==> src/rtl/keypad_scanner.sv <==
// 4x4 active-low keypad matrix scanner.
// Column strobing, whole-scan debounce and press/held/release reporting.
module keypad_scanner #(
  parameter int SCAN_DIV       = 100000,
  parameter int DEBOUNCE_SCANS = 4
) (
  input  logic       clk,
  input  logic       reset_n,
  input  logic [3:0] row,
  output logic [3:0] col,
  output logic [3:0] key_code,
  output logic       key_valid,
  output logic       key_held,
  output logic       key_release
);

  localparam int DW = $clog2(SCAN_DIV);
  localparam logic [DW-1:0] DIV_LAST = DW'(SCAN_DIV - 1);
  localparam logic [DW-1:0] DIV_ONE  = DW'(1);
  localparam logic [3:0]    DEB      = 4'(DEBOUNCE_SCANS);

  typedef enum logic [1:0] {
    RES_NONE  = 2'd0,
    RES_KEY   = 2'd1,
    RES_MULTI = 2'd2
  } res_e;

  logic [3:0]    row_meta;
  logic [3:0]    row_sync;
  logic [DW-1:0] div_cnt;
  logic [1:0]    col_idx;
  logic [1:0]    acc_cnt;
  logic [3:0]    acc_code;
  logic          cand_key;
  logic [3:0]    cand_code;
  logic          comm_key;
  logic [3:0]    comm_code;
  logic [3:0]    stable_cnt;

  logic          sample;
  logic          scan_end;
  logic [2:0]    low_cnt;
  logic [1:0]    low_row;
  logic [2:0]    sum;
  logic [1:0]    tot;
  logic [3:0]    code_nxt;
  res_e          res;
  logic          nxt_cand_key;
  logic [3:0]    nxt_cand_code;
  logic [3:0]    nxt_stable;
  logic          commit;

  assign col      = ~(4'b0001 << col_idx);
  assign sample   = (div_cnt == DIV_LAST);
  assign scan_end = sample && (col_idx == 2'd3);

  // Two-flop synchronizer for the asynchronous row inputs.
  always_ff @(posedge clk) begin
    if (!reset_n) begin
      row_meta <= 4'b1111;
      row_sync <= 4'b1111;
    end else begin
      row_meta <= row;
      row_sync <= row_meta;
    end
  end

  // Count low rows in the current column and locate the low row.
  always_comb begin
    low_cnt = 3'd0;
    low_row = 2'd0;
    for (int r = 0; r < 4; r++) begin
      if (!row_sync[r]) begin
        low_cnt = low_cnt + 3'd1;
        low_row = 2'(r);
      end
    end
  end

  // Fold this column into the running scan total (saturates at 2).
  always_comb begin
    sum      = {1'b0, acc_cnt} + low_cnt;
    tot      = (sum >= 3'd2) ? 2'd2 : sum[1:0];
    code_nxt = acc_code;
    if (acc_cnt == 2'd0 && low_cnt == 3'd1)
      code_nxt = {low_row, col_idx};
    unique case (tot)
      2'd0:    res = RES_NONE;
      2'd1:    res = RES_KEY;
      default: res = RES_MULTI;
    endcase
  end

  // Debounce next-state and commit decision for the end-of-scan edge.
  always_comb begin
    nxt_cand_key  = cand_key;
    nxt_cand_code = cand_code;
    nxt_stable    = stable_cnt;
    if (res == RES_MULTI) begin
      nxt_stable = 4'd0;
    end else if ((res == RES_KEY) != cand_key ||
                 (cand_key && code_nxt != cand_code)) begin
      nxt_cand_key  = (res == RES_KEY);
      nxt_cand_code = code_nxt;
      nxt_stable    = 4'd1;
    end else if (stable_cnt < DEB) begin
      nxt_stable = stable_cnt + 4'd1;
    end
    commit = scan_end && (res != RES_MULTI) && (nxt_stable == DEB) &&
             ((nxt_cand_key != comm_key) ||
              (nxt_cand_key && nxt_cand_code != comm_code));
  end

  // Column divider, column index and per-scan accumulator.
  always_ff @(posedge clk) begin
    if (!reset_n) begin
      div_cnt  <= '0;
      col_idx  <= 2'd0;
      acc_cnt  <= 2'd0;
      acc_code <= 4'd0;
    end else if (sample) begin
      div_cnt <= '0;
      col_idx <= col_idx + 2'd1;
      if (scan_end) begin
        acc_cnt  <= 2'd0;
        acc_code <= 4'd0;
      end else begin
        acc_cnt  <= tot;
        acc_code <= code_nxt;
      end
    end else begin
      div_cnt <= div_cnt + DIV_ONE;
    end
  end

  // Debounce state, committed key and registered event outputs.
  always_ff @(posedge clk) begin
    if (!reset_n) begin
      cand_key    <= 1'b0;
      cand_code   <= 4'd0;
      comm_key    <= 1'b0;
      comm_code   <= 4'd0;
      stable_cnt  <= 4'd0;
      key_code    <= 4'd0;
      key_valid   <= 1'b0;
      key_held    <= 1'b0;
      key_release <= 1'b0;
    end else begin
      key_valid   <= 1'b0;
      key_release <= 1'b0;
      if (scan_end) begin
        cand_key   <= nxt_cand_key;
        cand_code  <= nxt_cand_code;
        stable_cnt <= nxt_stable;
      end
      if (commit) begin
        comm_key  <= nxt_cand_key;
        comm_code <= nxt_cand_code;
        if (nxt_cand_key) begin
          key_code  <= nxt_cand_code;
          key_valid <= 1'b1;
          key_held  <= 1'b1;
        end else begin
          key_release <= 1'b1;
          key_held    <= 1'b0;
        end
      end
    end
  end

endmodule

==> config.mk <==
export PLATFORM = sky130hd
export DESIGN_NAME = keypad_scanner
export DESIGN_NICKNAME = d
export VERILOG_FILES = /design/src/rtl/keypad_scanner.sv
export SDC_FILE = /design/constraint.sdc
export NUM_CORES = 1
export LEC_CHECK = 0
export BUFFER_PORTS_ARGS = -buffer_cell sky130_fd_sc_hd__buf_2
export CELL_PAD_IN_SITES_DETAIL_PLACEMENT = 0
export CELL_PAD_IN_SITES_GLOBAL_PLACEMENT = 1
export CORE_MARGIN = 10
export CORE_UTILIZATION = 47
export CTS_CLUSTER_DIAMETER = 50
export DETAILED_ROUTE_END_ITERATION = 8
export HOLD_SLACK_MARGIN = 0.03
export PLACE_DENSITY_LB_ADDON = 0.25
export SLEW_MARGIN = 20
export SYNTH_ARGS = -nofsm -noshare
export SYNTH_HDL_FRONTEND = slang
export SYNTH_SLANG_ARGS = --single-unit
==> constraint.sdc <==
create_clock -name clk -period 4.9 [get_ports clk]
set_input_delay 0.98 -clock clk [delete_from_list [all_inputs] [get_ports clk]]
set_output_delay 0.98 -clock clk [all_outputs]
set_load 0.005 [all_outputs]
==> flow_summary.ini <==
[status]
status = finished, final reports clean

[cts]
h-tree-depth = 2
numCtsBuffers = 5
clk_pin_slew_ns = 0.11
cts.sinks = 53
cts_resized = 0
cts_tree = done
clock_latency_ns = 0.31
cts_buffer_depth = 2
root_buffer = clkbuf_8
cts_hold_buf = 0
cts_setup_buffers = 0

[global_routing]
grt_start_max_net_pins = 23
grtUsageTotal_pct = 13.11
grt_remaining_overflow = 0
antenna_found_initial = 0
grt_pass1_wl_mm = 11.05
grt_pass1_vias = 2293

[floorplanning]
io_pins = 17
rows = 29
fp.dieH_um = 100.4
initial_utilization_pct = 48.10
dieArea_mm2 = 0.01008
die_x_um = 100.4
core-area_mm2 = 0.006314

[setup_path]
arrival_ns = 4.67
rr_endpoint = comm_code[0]
critPathKind = reg2reg
reg2regPathDepth = 13
cp_common_cell = ha_1
critPathRequiredTime_ns = 5.13
reg2reg_from = row_sync[0]
path_cells = inv_1 -> ha_1 -> xnor2_1 -> ha_1 -> mux2_2 -> fa_1 -> xnor3_1 -> or2_1 -> o41ai_2 -> o32a_1 -> o31ai_1 -> or4b_1 -> o2111ai_1
r2r_setup_slack_ns = 0.46
end_kind = flop
crit_path_start_kind = flop
slowest_stage = or4b_1
cp_max_fo = 15
max_stage_delay_ns = 0.52

[synthesis]
synth_mux_area_share_pct = 5.150
synth-main-ff-cell = dfxtp_1
syn-instance-count = 347
synth-xor-area-share_pct = 10.51
synth-warning-count = 0
netlist_area_mm2 = 0.003037
synth.avg_cell_area_um2 = 8.751
synthSimpleGateAreaFrac_pct = 24.93
ys_seq_elements = 53
synth_compound_area_share_pct = 15.00
synth_top_family_by_area = simple AND/OR/NAND/NOR gates
synth_edf_count = 0
synth_nets = 364
synth_cell_type_count = 61
ys_seq_area_share_pct = 34.94
ys_async_sr_fraction_pct = 0
synth_fa_ha_area_share_pct = 4.780

[worst_hold_path]
hold_start = row_meta[3]
hold_class = reg2reg
hold_end = row_sync[3]
hold_depth = 1

[drt]
wl_mm = 6.305
via_per_inst = 5.452
final_antenna_net_count = 0
first_pass_iters = 4
avgRoutedWirePerCell_um = 14.39
vias = 2388
drcViolationCount = 0
drt-initial-drc-count = 159

[finish]
diodes = 0
drive_gt1_share_pct = 12.19
layout_commonest_cell = dfxtp_1
final_cell_mix = dfxtp_1 (53), nor2_1 (50), nand2_1 (25), inv_1 (20), xnor2_1 (17)
synthToLayoutAreaGrowth_pct = 7.705
nets = 377

[timing]
setup_viol = 0
fmax_ghz = 0.2252
finalHoldViolations = 0
drv_slew = 0
rsz0062_at_grt = false
max_slew_margin_pct = 50.77
worst_slack_ns = 0.4604
tns_ns = 0
fin_crit_ns = 4.440
skew_ns = 0.01016
tightestPinTransition_ns = 0.7308
min_period_over_period_pct = 90.60
whs_ns = 0.4187

[place]
place_hpwl_mm = 4.782
place_congestion = 0.8522
portBuffers = 16
place_ws_ns = 0.5227

[power]
power_switching_share_pct = 27.68
comb_power_share_pct = 11.9
p_per_area_mw_per_mm2 = 244.3
leakage_nw = 1.238
share_clk_of_total_power_pct = 33.0
total_power_mw = 0.7991
p_int_mw = 0.5779
ir_worst_vdd_uv = 148.4
switchingPower_mw = 0.2212
p_seq_share_pct = 55.1

[run]
maxCapViolCount = 0
## cells in the mapped netlist (all sizes together), types with 5 or more instances
| master | instances | area (um2) |
|---|---|---|
| a211oi | 6 | 57.56 |
| a21oi | 14 | 70.07 |
| and3 | 5 | 31.28 |
| buf | 5 | 37.53 |
| clkbuf | 8 | 30.03 |
| dfxtp | 53 | 1061 |
| ha | 10 | 125.1 |
| inv | 20 | 75.07 |
| mux2i | 11 | 122.6 |
| nand2 | 25 | 93.84 |
| nand2b | 14 | 87.58 |
| nand3 | 9 | 45.04 |
| nand4 | 7 | 43.79 |
| nor2 | 51 | 198.9 |
| nor3 | 11 | 55.05 |
| o21ai | 10 | 50.05 |
| xnor2 | 18 | 165.2 |
| xor2 | 15 | 131.4 |
## power groups by stage
stage	clock network, mW	logic [mW]	registers (mW)
2_1_floorplan	0	0.0781	0.448
3_3_place_gp	0	0.0941	0.450
3_5_place_dp	0	0.0947	0.450
4_1_cts	0.274	0.0950	0.440
5_1_grt	0.292	0.106	0.441
6_report	0.264	0.0948	0.440
## through the flow
stage,util [%],cell area [um2],cells
finish,51.80,3271,438
global route,51.80,3271,438
CTS,51.80,3271,438
detailed placement,50.18,3168,430
global placement,50.18,3168,430
floorplan,-,3037,347
## final cells by class
class / instances / area [um2]
clock inverter: 3 / 33.78
timing repair buffer: 19 / 102.6
sequential: 53 / 1061
tap: 77 / 96.34
multi-input combinational: 261 / 1833
fill: 623 / 3043
inverter: 20 / 75.07
clock buffer: 5 / 68.82
## worst max-delay path by stage
stage | from | end | slack [ns] | depth (start not counted)
after global placement | row_sync[0] | comm_code[0] | 0.71 | 13
final | row_sync[0] | comm_code[0] | 0.46 | 13
after floorplan | row_sync[0] | comm_code[0] | 0.93 | 14
after global routing | row_sync[0] | comm_code[0] | 0.11 | 13
after CTS | row_sync[0] | comm_code[0] | 0.47 | 13
after detailed placement | row_sync[0] | comm_code[0] | 0.52 | 13
## worst max-delay path: cells and delay by family (launching register included)
family,cells,cell delay (ns)
AO/OA/AOI/OAI,4,0.94
XOR/XNOR,2,0.68
adder cells (fa/ha/maj),3,1.10
buffers and inverters,1,0.05
flip-flops,1,0.35
multiplexers,1,0.29
AND/OR/NAND/NOR,2,0.94
## cell families after synthesis
| family | count (synthesis) |
|---|---|
| and+or+nand+nor | 146 |
| AOI/OAI and AO/OA | 56 |
| xor gates and xnor gates | 34 |
| adders and majority gates | 11 |
| buffers and inverters | 33 |
| DFF | 53 |
| muxes | 14 |
## sequential cells by signal, indices dropped and copies added, names as in the netlist
signal / cells
acc_cnt: 2
acc_code: 4
cand_code: 4
cand_key: 1
col_idx: 2
comm_code: 4
div_cnt: 17
key_code: 4
key_held: 1
key_release: 1
key_valid: 1
row_meta: 4
row_sync: 4
stable_cnt: 4
## metal layers
metal	wire (um)	global-route usage [%]	vias to the layer above	part of all wire (%)
met5	0	0	-	0
met4	125	4.674	0	2.0
met3	241	2.885	10	3.8
met2	2712	20.08	38	43
met1	3226	17.60	1104	51
li1	-	-	1236	-
Note: power is estimated with default switching activity, not from simulation.
